**src/rtl/btb_assoc.sv**
```systemverilog
// N-way set-associative branch target buffer with a registered one-cycle lookup,
// per-entry saturating direction counters, per-set round-robin replacement and a flush sweep.
module btb_assoc #(
    parameter int WAYS         = 2,
    parameter int SETS         = 16,
    parameter int TAG_WIDTH    = 9,
    parameter int PC_WIDTH     = 13,
    parameter int TARGET_WIDTH = 32,
    parameter int CTR_WIDTH    = 2
) (
    input  logic                    clk,
    input  logic                    rst,
    input  logic                    lookup_valid,
    input  logic [PC_WIDTH-1:0]     lookup_pc,
    output logic                    resp_valid,
    output logic                    resp_hit,
    output logic [TARGET_WIDTH-1:0] resp_target,
    output logic                    resp_is_branch,
    output logic                    resp_is_jump,
    output logic                    resp_taken,
    input  logic                    upd_valid,
    input  logic [PC_WIDTH-1:0]     upd_pc,
    input  logic [TARGET_WIDTH-1:0] upd_target,
    input  logic                    upd_is_branch,
    input  logic                    upd_taken,
    input  logic                    flush,
    output logic                    busy
);
    localparam int IDX_W = $clog2(SETS);
    localparam int PTR_W = (WAYS > 1) ? $clog2(WAYS) : 1;
    localparam logic [CTR_WIDTH-1:0] CTR_WT  = CTR_WIDTH'(1) << (CTR_WIDTH - 1);
    localparam logic [CTR_WIDTH-1:0] CTR_WNT = CTR_WT - CTR_WIDTH'(1);
    localparam logic [CTR_WIDTH-1:0] CTR_MAX = {CTR_WIDTH{1'b1}};

    typedef enum logic [0:0] {IDLE, SWEEP} state_t;

    state_t                  state_q, state_d;
    logic [IDX_W-1:0]        sweep_q, sweep_d;

    logic [WAYS-1:0]         valid_q  [SETS];
    logic [PTR_W-1:0]        vptr_q   [SETS];
    logic [TAG_WIDTH-1:0]    tag_q    [SETS][WAYS];
    logic [TARGET_WIDTH-1:0] target_q [SETS][WAYS];
    logic                    isbr_q   [SETS][WAYS];
    logic [CTR_WIDTH-1:0]    ctr_q    [SETS][WAYS];

    logic                    resp_valid_q, resp_hit_q, resp_br_q, resp_jmp_q, resp_taken_q;
    logic                    resp_valid_d, resp_hit_d, resp_br_d, resp_jmp_d, resp_taken_d;
    logic [TARGET_WIDTH-1:0] resp_target_q, resp_target_d;

    logic [IDX_W-1:0]        l_idx, u_idx;
    logic [TAG_WIDTH-1:0]    l_tag, u_tag;
    logic [WAYS-1:0]         l_match, u_match, u_free;
    logic [PTR_W-1:0]        l_way, u_hit_way, u_free_way, u_way;
    logic                    u_hit, u_has_free, u_replace, upd_en;
    logic [CTR_WIDTH-1:0]    ctr_cur, ctr_new;

    assign l_idx = lookup_pc[IDX_W-1:0];
    assign l_tag = lookup_pc[PC_WIDTH-1:IDX_W];
    assign u_idx = upd_pc[IDX_W-1:0];
    assign u_tag = upd_pc[PC_WIDTH-1:IDX_W];

    generate
        for (genvar gi = 0; gi < WAYS; gi++) begin : g_match
            assign l_match[gi] = valid_q[l_idx][gi] && (tag_q[l_idx][gi] == l_tag);
            assign u_match[gi] = valid_q[u_idx][gi] && (tag_q[u_idx][gi] == u_tag);
            assign u_free[gi]  = !valid_q[u_idx][gi];
        end
    endgenerate

    // Descending scans leave the lowest matching / free way selected.
    always_comb begin
        l_way      = '0;
        u_hit_way  = '0;
        u_free_way = '0;
        for (int w = WAYS - 1; w >= 0; w--) begin
            if (l_match[w]) l_way      = PTR_W'(w);
            if (u_match[w]) u_hit_way  = PTR_W'(w);
            if (u_free[w])  u_free_way = PTR_W'(w);
        end
    end

    always_comb begin
        resp_valid_d  = lookup_valid;
        resp_hit_d    = 1'b0;
        resp_target_d = '0;
        resp_br_d     = 1'b0;
        resp_jmp_d    = 1'b0;
        resp_taken_d  = 1'b0;
        if (lookup_valid && (state_q == IDLE) && (|l_match)) begin
            resp_hit_d    = 1'b1;
            resp_target_d = target_q[l_idx][l_way];
            resp_br_d     = isbr_q[l_idx][l_way];
            resp_jmp_d    = !isbr_q[l_idx][l_way];
            resp_taken_d  = !isbr_q[l_idx][l_way] || ctr_q[l_idx][l_way][CTR_WIDTH-1];
        end
    end

    assign u_hit      = |u_match;
    assign u_has_free = |u_free;
    assign u_replace  = !u_hit && !u_has_free;
    assign u_way      = u_hit ? u_hit_way : (u_has_free ? u_free_way : vptr_q[u_idx]);
    assign upd_en     = upd_valid && (state_q == IDLE) && !flush;
    assign ctr_cur    = ctr_q[u_idx][u_way];

    always_comb begin
        ctr_new = ctr_cur;
        if (u_hit) begin
            if (upd_is_branch) begin
                if (upd_taken && (ctr_cur != CTR_MAX))   ctr_new = ctr_cur + 1'b1;
                else if (!upd_taken && (ctr_cur != '0))  ctr_new = ctr_cur - 1'b1;
            end
        end else begin
            ctr_new = (upd_taken || !upd_is_branch) ? CTR_WT : CTR_WNT;
        end
    end

    always_comb begin
        state_d = state_q;
        sweep_d = sweep_q;
        case (state_q)
            IDLE: begin
                if (flush) begin
                    state_d = SWEEP;
                    sweep_d = '0;
                end
            end
            SWEEP: begin
                sweep_d = sweep_q + 1'b1;
                if (sweep_q == IDX_W'(SETS - 1)) state_d = IDLE;
            end
            default: state_d = IDLE;
        endcase
    end

    always_ff @(posedge clk or posedge rst) begin
        if (rst) begin
            state_q <= IDLE;
            sweep_q <= '0;
        end else begin
            state_q <= state_d;
            sweep_q <= sweep_d;
        end
    end

    always_ff @(posedge clk or posedge rst) begin
        if (rst) begin
            for (int s = 0; s < SETS; s++) begin
                valid_q[s] <= '0;
                vptr_q[s]  <= '0;
            end
        end else if (state_q == SWEEP) begin
            valid_q[sweep_q] <= '0;
            vptr_q[sweep_q]  <= '0;
        end else if (upd_en) begin
            valid_q[u_idx][u_way] <= 1'b1;
            if (u_replace)
                vptr_q[u_idx] <= (vptr_q[u_idx] == PTR_W'(WAYS - 1)) ? '0 : vptr_q[u_idx] + 1'b1;
        end
    end

    // Payload storage carries no reset; valid bits alone qualify an entry.
    always_ff @(posedge clk) begin
        if (upd_en) begin
            tag_q[u_idx][u_way]    <= u_tag;
            target_q[u_idx][u_way] <= upd_target;
            isbr_q[u_idx][u_way]   <= upd_is_branch;
            ctr_q[u_idx][u_way]    <= ctr_new;
        end
    end

    always_ff @(posedge clk or posedge rst) begin
        if (rst) begin
            resp_valid_q  <= 1'b0;
            resp_hit_q    <= 1'b0;
            resp_target_q <= '0;
            resp_br_q     <= 1'b0;
            resp_jmp_q    <= 1'b0;
            resp_taken_q  <= 1'b0;
        end else begin
            resp_valid_q  <= resp_valid_d;
            resp_hit_q    <= resp_hit_d;
            resp_target_q <= resp_target_d;
            resp_br_q     <= resp_br_d;
            resp_jmp_q    <= resp_jmp_d;
            resp_taken_q  <= resp_taken_d;
        end
    end

    assign resp_valid     = resp_valid_q;
    assign resp_hit       = resp_hit_q;
    assign resp_target    = resp_target_q;
    assign resp_is_branch = resp_br_q;
    assign resp_is_jump   = resp_jmp_q;
    assign resp_taken     = resp_taken_q;
    assign busy           = (state_q == SWEEP);

endmodule

```
**config.mk**
```make
export PLATFORM = sky130hd
export DESIGN_NAME = btb_assoc
export DESIGN_NICKNAME = d
export VERILOG_FILES = /design/src/rtl/btb_assoc.sv
export SDC_FILE = /design/constraint.sdc
export NUM_CORES = 1
export LEC_CHECK = 0
export CAP_MARGIN = 20
export CORE_ASPECT_RATIO = 0.75
export CORE_MARGIN = 10
export CORE_UTILIZATION = 40
export CTS_CLUSTER_SIZE = 16
export DETAILED_ROUTE_END_ITERATION = 16
export PLACE_DENSITY = 0.57
export SLEW_MARGIN = 20
export SYNTH_ARGS = -nofsm -noshare
export SYNTH_HDL_FRONTEND = slang
export SYNTH_SLANG_ARGS = --single-unit
export TNS_END_PERCENT = 30
```
**constraint.sdc**
```tcl
create_clock -name clk -period 5.8 [get_ports clk]
set_input_delay 0.87 -clock clk [delete_from_list [all_inputs] [get_ports clk]]
set_output_delay 0.87 -clock clk [all_outputs]
set_load 0.05 [all_outputs]
```
# Word level (Yosys, flattened, before mapping)
# Memories as Yosys holds them, arrays and structs flattened.
# Cells that the tools add are included.
[totals]
ff_bits = 90
ram_bits = 1408
in_bits = 65
out_inout_bits = 38
wordCells = 182
memories = 4
[mem_list]
columns = ["name", "depth", "word_bits", "read_ports", "rd_clocked_by_memory_dff", "write_ports", "line", "text"]
rows = [
  ["target_q", 16, 64, 1, 0, 1, "43", "logic [TARGET_WIDTH-1:0] target_q [SETS][WAYS];"],
  ["tag_q", 16, 18, 2, 0, 1, "42", "logic [TAG_WIDTH-1:0] tag_q [SETS][WAYS];"],
  ["ctr_q", 16, 4, 2, 0, 1, "45", "logic [CTR_WIDTH-1:0] ctr_q [SETS][WAYS];"],
  ["isbr_q", 16, 2, 1, 0, 1, "44", "logic isbr_q [SETS][WAYS];"],
]
[op_classes]
addsub = 4
n_lt_le_gt_ge = 10
eq_ne = 7
muxes = 74
n_bitwise = 11
n_reduce_logical = 32
[ops]
columns = ["cell", "count"]
rows = [
  ["$mux 32", 7],
  ["$mux 64", 1],
  ["$mux 16", 3],
  ["$mux 2", 19],
  ["$eq 9x9->1", 4],
  ["$and 32x32->32", 1],
  ["$demux 32 s1", 1],
  ["$not 32->32", 1],
  ["$or 32x32->32", 1],
  ["$mux 1", 25],
  ["$mux 18", 1],
  ["$and 16x16->16", 1],
  ["$bmux 2 s4", 2],
  ["$bwmux 16", 1],
  ["$demux 2 s4", 2],
  ["$not 16->16", 1],
  ["$ge 5x5->1 const B", 3],
  ["$logic_and 1x1->1", 15],
  ["$not 4->5", 3],
  ["$lt 5x1->1 const B", 2],
  ["$demux 9 s1", 1],
  ["$mux 9", 1],
  ["$demux 1 s4", 2],
  ["$logic_not 1->1", 8],
  ["22 further kinds", 32],
]

# Depth between registers and ports, before layout
# Gate-level depths: netlist of the first run.
[logic_depth]
word_depth = 18
depth_mapped = 15
depth_no_buf = 9

# Worst setup path before layout of the first run
# Ideal clock, no wire load.
[synth_path]
path_kind = "input -> register"
start = "input port upd_pc[0]"
end = "memory ctr_q[9][2] (netlist bit) (enable)"
setup_time_ns = 0.500
arrival_ns = 6.268
required_time_ns = 5.300
path_slack_ns = -0.969
path_stages = 12
n_path_buf = 3
path_cell_list = "buf_4 buf_4 mux4_2 xor2_1 o311ai_0 nand4_1 a211oi_1 o21ai_1 o21ai_2 nand2_1 buf_2 nor3_1"
[synth_between]
elab_chain_cells = 14
[synth_lines]
columns = ["item", "line", "text"]
rows = [
  ["from (decl)", "22", "input logic [PC_WIDTH-1:0] upd_pc,"],
  ["branches (longest 14 deep; another with $mem_v2 16x18)", "--", ""],
  ["to (decl)", "45", ""],
]
# Several ways; the timed one is not identified. The select of a mux whose other input is x is not followed.

# Worst setup path after layout of the first run
[layout_path]
start = "input port upd_pc[1]"
end = "memory target_q[4][45] (netlist bit) (enable)"
[layout_between]
elab_chain_cells = 14
[layout_lines]
columns = ["item", "line"]
rows = [
  ["branches (longest 14 deep; another with $mem_v2 16x18)", "--"],
  ["to (decl)", "43"],
]
# Several ways; the timed one is not identified. The select of a mux whose other input is x is not followed.

==> results.ini, run 1 <==
[grt]
antenna_found_initial=2
grt_pass1_wl_mm=239
overflow=0
grt_max_degree=125
grt.total_usage_pct=19.6
first_global_vias=31376

[timing]
grt_setup_unrepaired=false
finalSetupTns_ps=0
relSlewSlack_pct=24.5
fmax_ghz=0.207
post-route-min-period_ps=4830
worst_slack_ps=969
setup_violations=0
worst_pin_slew_ps=1130
fin_worst_skew_ps=52.4
hold_viol_final=0
finalCritPeriodShare_pct=83.3
slew_viol_final=0

[place]
dp_slack_ps=316
dpl.cell_count=4807
port_buffers=102
gp_congestion=0.862
dp_hpwl_mm=97.5

[route]
drt-met1-wl_mm=71.6
via_per_inst=5.97
first_pass_iters=5
ant_nets=0
wl_met2_mm=76.7
drt_iter0_markers=3812
wirelength_mm=166
drc=0
top_layer=met4
route.detailed.wl_per_inst_um=32.7
wl_met3_mm=13.9
via_count=30317

[floorplan]
die-area_mm2=0.168
coreArea_mm2=0.150
initial_core_util_pct=40.4
die_w_um=470
rows=123
ios=103
die_y_um=357

[clock_tree]
cts.hold.buffers_added=0
cts_buffers=147
clk_latency_ps=810
cts_setup_buffers=0
cts.reportedPaths.clkPinSlew_ps=60
cts_num_sinks=1498
cts-root-buf=clkbuf_16
cts_tree=done
cts.repair.resized=0
clockBufferDepth=3
ctsHtreeMaxLevel=4

[worst_setup_path]
path_class=input port to flop
worstPathRequired_ps=6270
cp_common_cell=buf_4
ff2ff_setup_slack_ps=1470
crit_family=buffers and inverters
crit_start=upd_pc[1]
cp_num_cells=11
critical_path.max_fanout=39
reg2reg_depth=9
cp-endpoint=target_q[4][45]
reg2reg_from=vptr_q[12]
critPathCaptureType=flop
critPathBufInv=5
cpPeakStageDelay_ps=820
path_cells=buf_4 > buf_4 > mux4_2 > mux4_2 > o21ai_0 > inv_1 > o21ai_2 > nand2_2 > buf_4 > nor2_4 > buf_12
slowest_stage=nor2_4
crit_path_start_kind=input port
cp.arrival_ps=5300
r2r-end=target_q[4][45]

[run_status]
status=complete, no violations

[synth]
synth_common_cells=edfxtp_1, mux4_2, mux2i_1, dfrtp_1, nor2_1
synth_cells=2699
syn-cell-area_mm2=0.0606
synth-async-reset-ratio_pct=6.01
yosysUniqueCellTypes=58
syn_nets=2768
synth_edf_count=1408
netlist.area_leader.share_pct=69.7
ys_seq_area_share_pct=73.5
yosysMostFrequentCell=edfxtp_1
synth_seq_cells=1498
synth_area_per_cell_um2=22.5
yosys_most_used_dff=edfxtp_1
synth.largest_area_cell=edfxtp_1
synthTopCellsByArea=edfxtp_1, mux4_2, dfrtp_1
yosys_warnings=0

[power]
total_power_uw=23100
p_leak_uw=0.0226
power.density_mw_per_mm2=329
vdd.ir_drop.worst_uv=268

[layout]
drive_above_1_share_pct=31.7
layout.nets=3025
area_delta_synth_final_pct=15.6
final_cells=5074

[job]
drv_cap=0

[min_path]
hp-class=flop to flop

cells in the final DEF, fill, tap and decap left out, drive strengths merged, types with 8 or more instances in the layout:
cell / count
buf: 186
o21a: 8
nor2b: 12
clkinvlp: 9
nor2: 80
o211ai: 10
clkdlybuf4s50: 74
edfxtp: 1408
bufinv: 12
dfrtp: 90
mux4: 511
xor2: 21
a21o: 17
clkbuf: 190
clkinv: 51
o21ai: 25
mux2i: 122
nand2: 55
a22oi: 10
o31ai: 11
inv: 18
a21oi: 8
nor3: 12
xnor2: 23
mux2: 21
nand3: 16
o22ai: 10
sequential cells by signal, summed over array words and instances (netlist names), 4 cells and up:
register / cells
ctr_q: 64
isbr_q: 32
resp_target: 32
sweep_q: 4
tag_q: 288
target_q: 1024
valid_q: 32
vptr_q: 16
report_power, final:
group	internal [uW]	switching, uW	total [uW]
Combinational	635	891	1530
Clock	5320	4230	9560
Sequential	11900	83.3	12000
stage by stage:
step                hold slack (ps)  util, %  instance area [um2]
detailed placement              492     43.5                65300
CTS                             503     46.7                70100
floorplan                       460        -                60600
finish                          507     46.6                70100
global route                    525     46.6                70100
global placement                478     43.5                65300
metal layers:
metal | vias up | track usage (%)
li1 | 12009 | -
met1 | 16582 | 28.4
met2 | 1483 | 30.4
met3 | 243 | 4.42
met4 | 0 | 4.65
met5 | - | 0
cell type report:
cell class,instances,area (um2)
tap,2000,2500
multi-input combinational,1035,15500
clock buffer,190,3860
clock inverter,76,950
fill,12389,80100
sequential,1498,44500
antenna,1,2.50
inverter,14,60.1
timing repair buffer,260,2620
cells by family after synthesis:
family / Yosys count / share of synthesized area, %
adders and majority gates: 5 / 0.0991
buffers and inverters: 166 / 1.39
DFF: 1498 / 73.5
xor gates and xnor gates: 44 / 0.636
muxes: 654 / 21.4
and+or+nand+nor: 202 / 1.48
AOI/OAI and AO/OA: 130 / 1.55
worst min path at each step:
stage                            from  cells after the start           to  slack, ps
after floorplan           valid_q[24]                      2  valid_q[24]        460
after global routing      valid_q[11]                      1  valid_q[11]        520
after detailed placement  valid_q[23]                      1  valid_q[23]        490
final                     valid_q[21]                      1  valid_q[21]        510
after CTS                 valid_q[27]                      1  valid_q[27]        500
after global placement    valid_q[13]                      1  valid_q[13]        480
No activity file was read; power rests on OpenSTA's default activity.
==> run 2, diff against run 1 <==
--- a/config.mk
+++ b/config.mk
@@ -11,7 +11,7 @@
 export CORE_UTILIZATION = 40
 export CTS_CLUSTER_SIZE = 16
 export DETAILED_ROUTE_END_ITERATION = 16
-export PLACE_DENSITY = 0.57
+export PLACE_DENSITY = 0.55
 export SLEW_MARGIN = 20
 export SYNTH_ARGS = -nofsm -noshare
 export SYNTH_HDL_FRONTEND = slang
==> constraint.sdc (replaced) <==
create_clock -name clk -period 4.6 [get_ports clk]
set_input_delay 0.69 -clock clk [delete_from_list [all_inputs] [get_ports clk]]
set_output_delay 0.69 -clock clk [all_outputs]
set_load 0.05 [all_outputs]
==> run 2 against run 1 <==
Wire length is 1.5% higher. Register-to-register slack got worse by 700 ps. Clock power up 26%. Highest routed layer is now met5. Count of clock-buffer cells in the layout is 8 higher. Utilization rose by 0.61 points. Cell area grew 1.3%. Sequential cell count stayed put. Largest cell class unchanged. Sequential power grew 26%. Worst hold slack worse by 100 ps. Non-clock buffer count increased by 48. Worst setup slack got worse by 240 ps. Largest power group unchanged.
==> results.ini, run 2 (synthesis gave the netlist of run 1 again) <==
[worst_setup_path]
cp.arrival_ps=4320
cpPeakStageDelay_ps=600
worstPathRequired_ps=5060
path_cells=buf_4 > buf_4 > mux4_2 > mux4_2 > nand4_1 > a211oi_1 > o21ai_1 > buf_4 > o211ai_4 > nor2_4 > buf_12
path_class=input port to flop
crit_path_start_kind=input port
cp_common_cell=buf_4
critPathCaptureType=flop
critical_path.max_fanout=25
slowest_stage=mux4_2

[timing]
hold_viol_final=0
finalSetupTns_ps=0
finalCritPeriodShare_pct=84.0
setup_violations=0
fin_worst_skew_ps=25.5
worst_pin_slew_ps=1060
post-route-min-period_ps=3870
fmax_ghz=0.259
grt_setup_unrepaired=false
relSlewSlack_pct=29.2
slew_viol_final=0

[min_path]
hp-class=input port to flop

[run_status]
status=complete, no violations

[place]
dp_hpwl_mm=104
port_buffers=102
gp_congestion=0.873

[power]
pwr-share-seq_pct=52.0
p_switching_uw=6410
p_leak_uw=0.0230
power.density_mw_per_mm2=410
p_clk_share_pct=41.1
intPower_uw=22700
pwr-share-comb_pct=6.9
vdd.ir_drop.worst_uv=296
switching_share_pct=22.0

[layout]
area_delta_synth_final_pct=17.1
layout_common_cells=edfxtp_1, mux4_2, clkbuf_16, buf_4, mux2i_1
final_util_pct=47.3
layout.nets=3072
drive_above_1_share_pct=32.2
largestRegisters=target_q (1024), tag_q (288), ctr_q (64)
largest-register=target_q
largest_reg_flops=1024
diodes=0
fill_cells=12288
layout_commonest_cell=edfxtp_1

[route]
drt_iter0_markers=3334
ant_nets=0
route.detailed.wl_per_inst_um=32.9
wirelength_mm=168
via_per_inst=5.91
first_pass_iters=7
via_count=30259
drc=0

[clock_tree]
cts.reportedPaths.clkPinSlew_ps=60
clockBufferDepth=3
cts_buffers=146
cts_tree=done
clk_latency_ps=790
cts.hold.buffers_added=0
cts_num_sinks=1498
cts-root-buf=clkbuf_16
cts.repair.resized=0
cts_setup_buffers=0
ctsHtreeMaxLevel=4

[floorplan]
die_y_um=357
ios=103
die_w_um=470
die-area_mm2=0.168
rows=123
initial_core_util_pct=40.4
coreArea_mm2=0.150

[grt]
grt_max_degree=111
met1_usage_pct=28.5
overflow=0
first_global_vias=31278
antenna_found_initial=4
grt.total_usage_pct=19.8
use_met2_pct=30.8
busiest_layer=met2
grtUsageMet3_pct=4.04
grt_pass1_wl_mm=240

[job]
drv_cap=0

run 2: final timing paths:
kind                               from               end  slack (ps)  cells after the start
max reg2reg                 tag_q[6][3]  target_q[11][27]         770                      8
max in group asynchronous           rst        valid_q[3]        3240                      3
min reg2reg                 valid_q[17]       valid_q[17]         500                      1
min in group asynchronous           rst          resp_hit         440                      2
min                        lookup_valid        resp_valid         400                      1
max                           upd_pc[0]  target_q[11][27]         730                     11
run 2: final cells by class:
type	count	area, um2	share of cell area [%]
Inverter	14	60.1	0.0846
Clock inverter	70	736	1.04
Timing Repair Buffer	308	3590	5.06
Sequential cell	1498	44500	62.7
Tap cell	2000	2500	3.53
Multi-Input combinational cell	1035	15500	21.9
Clock buffer	198	4010	5.66
run 2: power by group through the flow:
stage	Clock, uW	Sequential [uW]	Combinational (uW)
6_report	12000	15100	2000
3_3_place_gp	0	15400	1980
5_1_grt	12800	15100	2130
4_1_cts	12200	15100	2020
3_5_place_dp	0	15400	2010
2_1_floorplan	0	15400	1190
run 2: routing by layer:
metal  up-vias  share of wire [%]
li1      12123                  -
met1     16571                 43
met2      1315                 47
met3       248                7.8
met4         2                2.4
met5         -             0.0077
run 2: through the flow:
step           setup slack [ps]  hold WS, ps  power (uW)  cells  area [um2]
2_1_floorplan              -715          460       16600   2699       60700
3_3_place_gp              -12.8          492       17400   4854       66200
3_5_place_dp              -27.2          482       17400   4855       66200
4_1_cts                     809          352       29400   5123       71000
5_1_grt                     638          393       30100   5123       71000
6_report                    734          403       29100   5123       71000
run 2: critical path: cells and delay by family:
family	cells	cell delay, ps
buffers and inverters	4	1280
AND/OR/NAND/NOR	2	640
AO/OA/AOI/OAI	3	500
multiplexers	2	1160
==> RTL edit, RTL diff (flow settings as in run 2) <==
Make the reset (`rst`) synchronous in 3 clocked blocks.
--- a/src/rtl/btb_assoc.sv
+++ b/src/rtl/btb_assoc.sv
@@ -133,7 +133,7 @@
         endcase
     end
 
-    always_ff @(posedge clk or posedge rst) begin
+    always_ff @(posedge clk) begin
         if (rst) begin
             state_q <= IDLE;
             sweep_q <= '0;
@@ -143,7 +143,7 @@
         end
     end
 
-    always_ff @(posedge clk or posedge rst) begin
+    always_ff @(posedge clk) begin
         if (rst) begin
             for (int s = 0; s < SETS; s++) begin
                 valid_q[s] <= '0;
@@ -169,7 +169,7 @@
         end
     end
 
-    always_ff @(posedge clk or posedge rst) begin
+    always_ff @(posedge clk) begin
         if (rst) begin
             resp_valid_q  <= 1'b0;
             resp_hit_q    <= 1'b0;
Formal check against the unedited RTL: not equivalent (a bounded check fails within 4 cycles, from zero or initial values and one cycle with rst high; the reset may be asserted at any time).
==> RTL edit against run 2 <==
Final area grew 1.1%; wire length shrank 1.4%; total power grew 0.45%; global-route usage shrank 0.24 points; first-iteration DRC count grew 11%; sequential cell count is the same; synthesized cell count grew 0.85%; non-clock buffer count grew 24; area after synthesis grew 0.40%; worst setup slack lost 0.45 ns.
==> RTL edit: results (changes against run 2) <==
metric	value	unit	change
status	complete, no violations		unchanged
synthTopCellsByArea	edfxtp_1, mux4_2, mux2i_1		was edfxtp_1, mux4_2, dfrtp_1
r2r_slack	0.33	ns	was 0.77 ns
drt_iter0_markers	3686		was 3334
crit_arrival	4.80	ns	was 4.32 ns
routed-wl-met3	11100	µm	was 13200 µm
yosysMostFrequentCell	edfxtp_1		unchanged
cts-root-buf	clkbuf_16		unchanged
gp_congestion	0.833		was 0.873
worst_path_largest_cell_delay	0.96	ns	was 0.60 ns
grt_pass1_vias	32000		was 31300
cts_buffers	151		was 146
dr.pass1.iters	5		was 7
power.leakage	22.4	nW	was 23.0 nW
dp_hpwl	101000	µm	was 104000 µm
crit_slowest_cell	nor4_4		was mux4_2
path_max_fanout	27		was 25
skew	0.0398	ns	was 0.0255 ns
syn_nets	2788		was 2768
grt_max_degree	133		was 111
async_reset_ff_frac	0		was 0.0601
post_cts_resized	0		unchanged
drive_above_1_share	0.339		was 0.322
critPathTopFamily	simple AND/OR/NAND/NOR gates		was buffers and inverters
fillers	12200		was 12300
met2RoutedLength	79400	µm	was 78300 µm
wl_met1	71300	µm	was 72700 µm
placed_area	66900	µm²	was 66200 µm²
portBuffers	102		unchanged
whs	0.423	ns	was 0.403 ns
synthTopCellsByCount	edfxtp_1, mux4_2, mux2i_1		unchanged
routed_wl	166000	µm	was 168000 µm
yosysUniqueCellTypes	60		was 58
ys_seq_area_frac	0.732		was 0.735
slew_headroom	0.244		was 0.292
antenna_found_initial	10		was 4
viasPerCell	5.91		about the same
h-tree-depth	4		unchanged
cts.path.max_buffers	3		unchanged
grt_pass1_wl	240000	µm	about the same
grt_usage	0.196		was 0.198
layout.nets	3098		was 3072
vdd_drop_max	0.382	mV	was 0.296 mV
synth-edff-count	1456		was 1408
[RTL edit: layer usage]
layer	track usage	up-vias
li1	-	12400
met1	0.276	16700
met2	0.313	1211
met3	0.0363	219
met4	0.0558	6
met5	0	-
[RTL edit: cells by family after synthesis]
group | Yosys count | share of synthesized area
flops | 1498 | 0.732
mux | 639 | 0.212
simple gates | 228 | 0.0210
buf+inv | 183 | 0.0137
compound gates | 129 | 0.0143
xor+xnor | 43 | 0.00631
fa+ha+maj | 2 | 0.000370
[RTL edit: report_power, final]
| part | internal, mW | switching (mW) |
|---|---|---|
| combinational | 0.761 | 1.06 |
| sequential | 15.0 | 0.0282 |
| clock | 7.12 | 5.23 |
| total | 22.9 | 6.32 |
[RTL edit: final timing paths]
path,from,cells past startpoint,endpoint
worst max-delay path,upd_pc[1],13,target_q[2][24]
worst min-delay path,upd_target[21],1,target_q[0][21]
worst max register to register,tag_q[3][0],9,target_q[2][24]
worst min register to register,sweep_q[2],2,sweep_q[2]
[RTL edit: final cells by class]
class	instances	area, µm²	area share
clock inverter	78	831	0.0116
inverter	8	35.0	0.000488
sequential	1498	44600	0.621
antenna	3	7.51	0.000105
clock buffer	195	4110	0.0573
multi-input combinational	1041	16000	0.222
tap	2000	2500	0.0349
timing repair buffer	332	3730	0.0520
[RTL edit: stage by stage]
| stage | instances | setup slack, ns | power [mW] |
|---|---|---|---|
| global route | 5154 | 0.170 | 30.2 |
| floorplan | 2722 | -0.510 | 16.4 |
| finish | 5155 | 0.284 | 29.2 |
| CTS | 5151 | 0.261 | 29.5 |
| detailed placement | 4878 | -0.525 | 17.2 |
| global placement | 4878 | -0.500 | 17.2 |
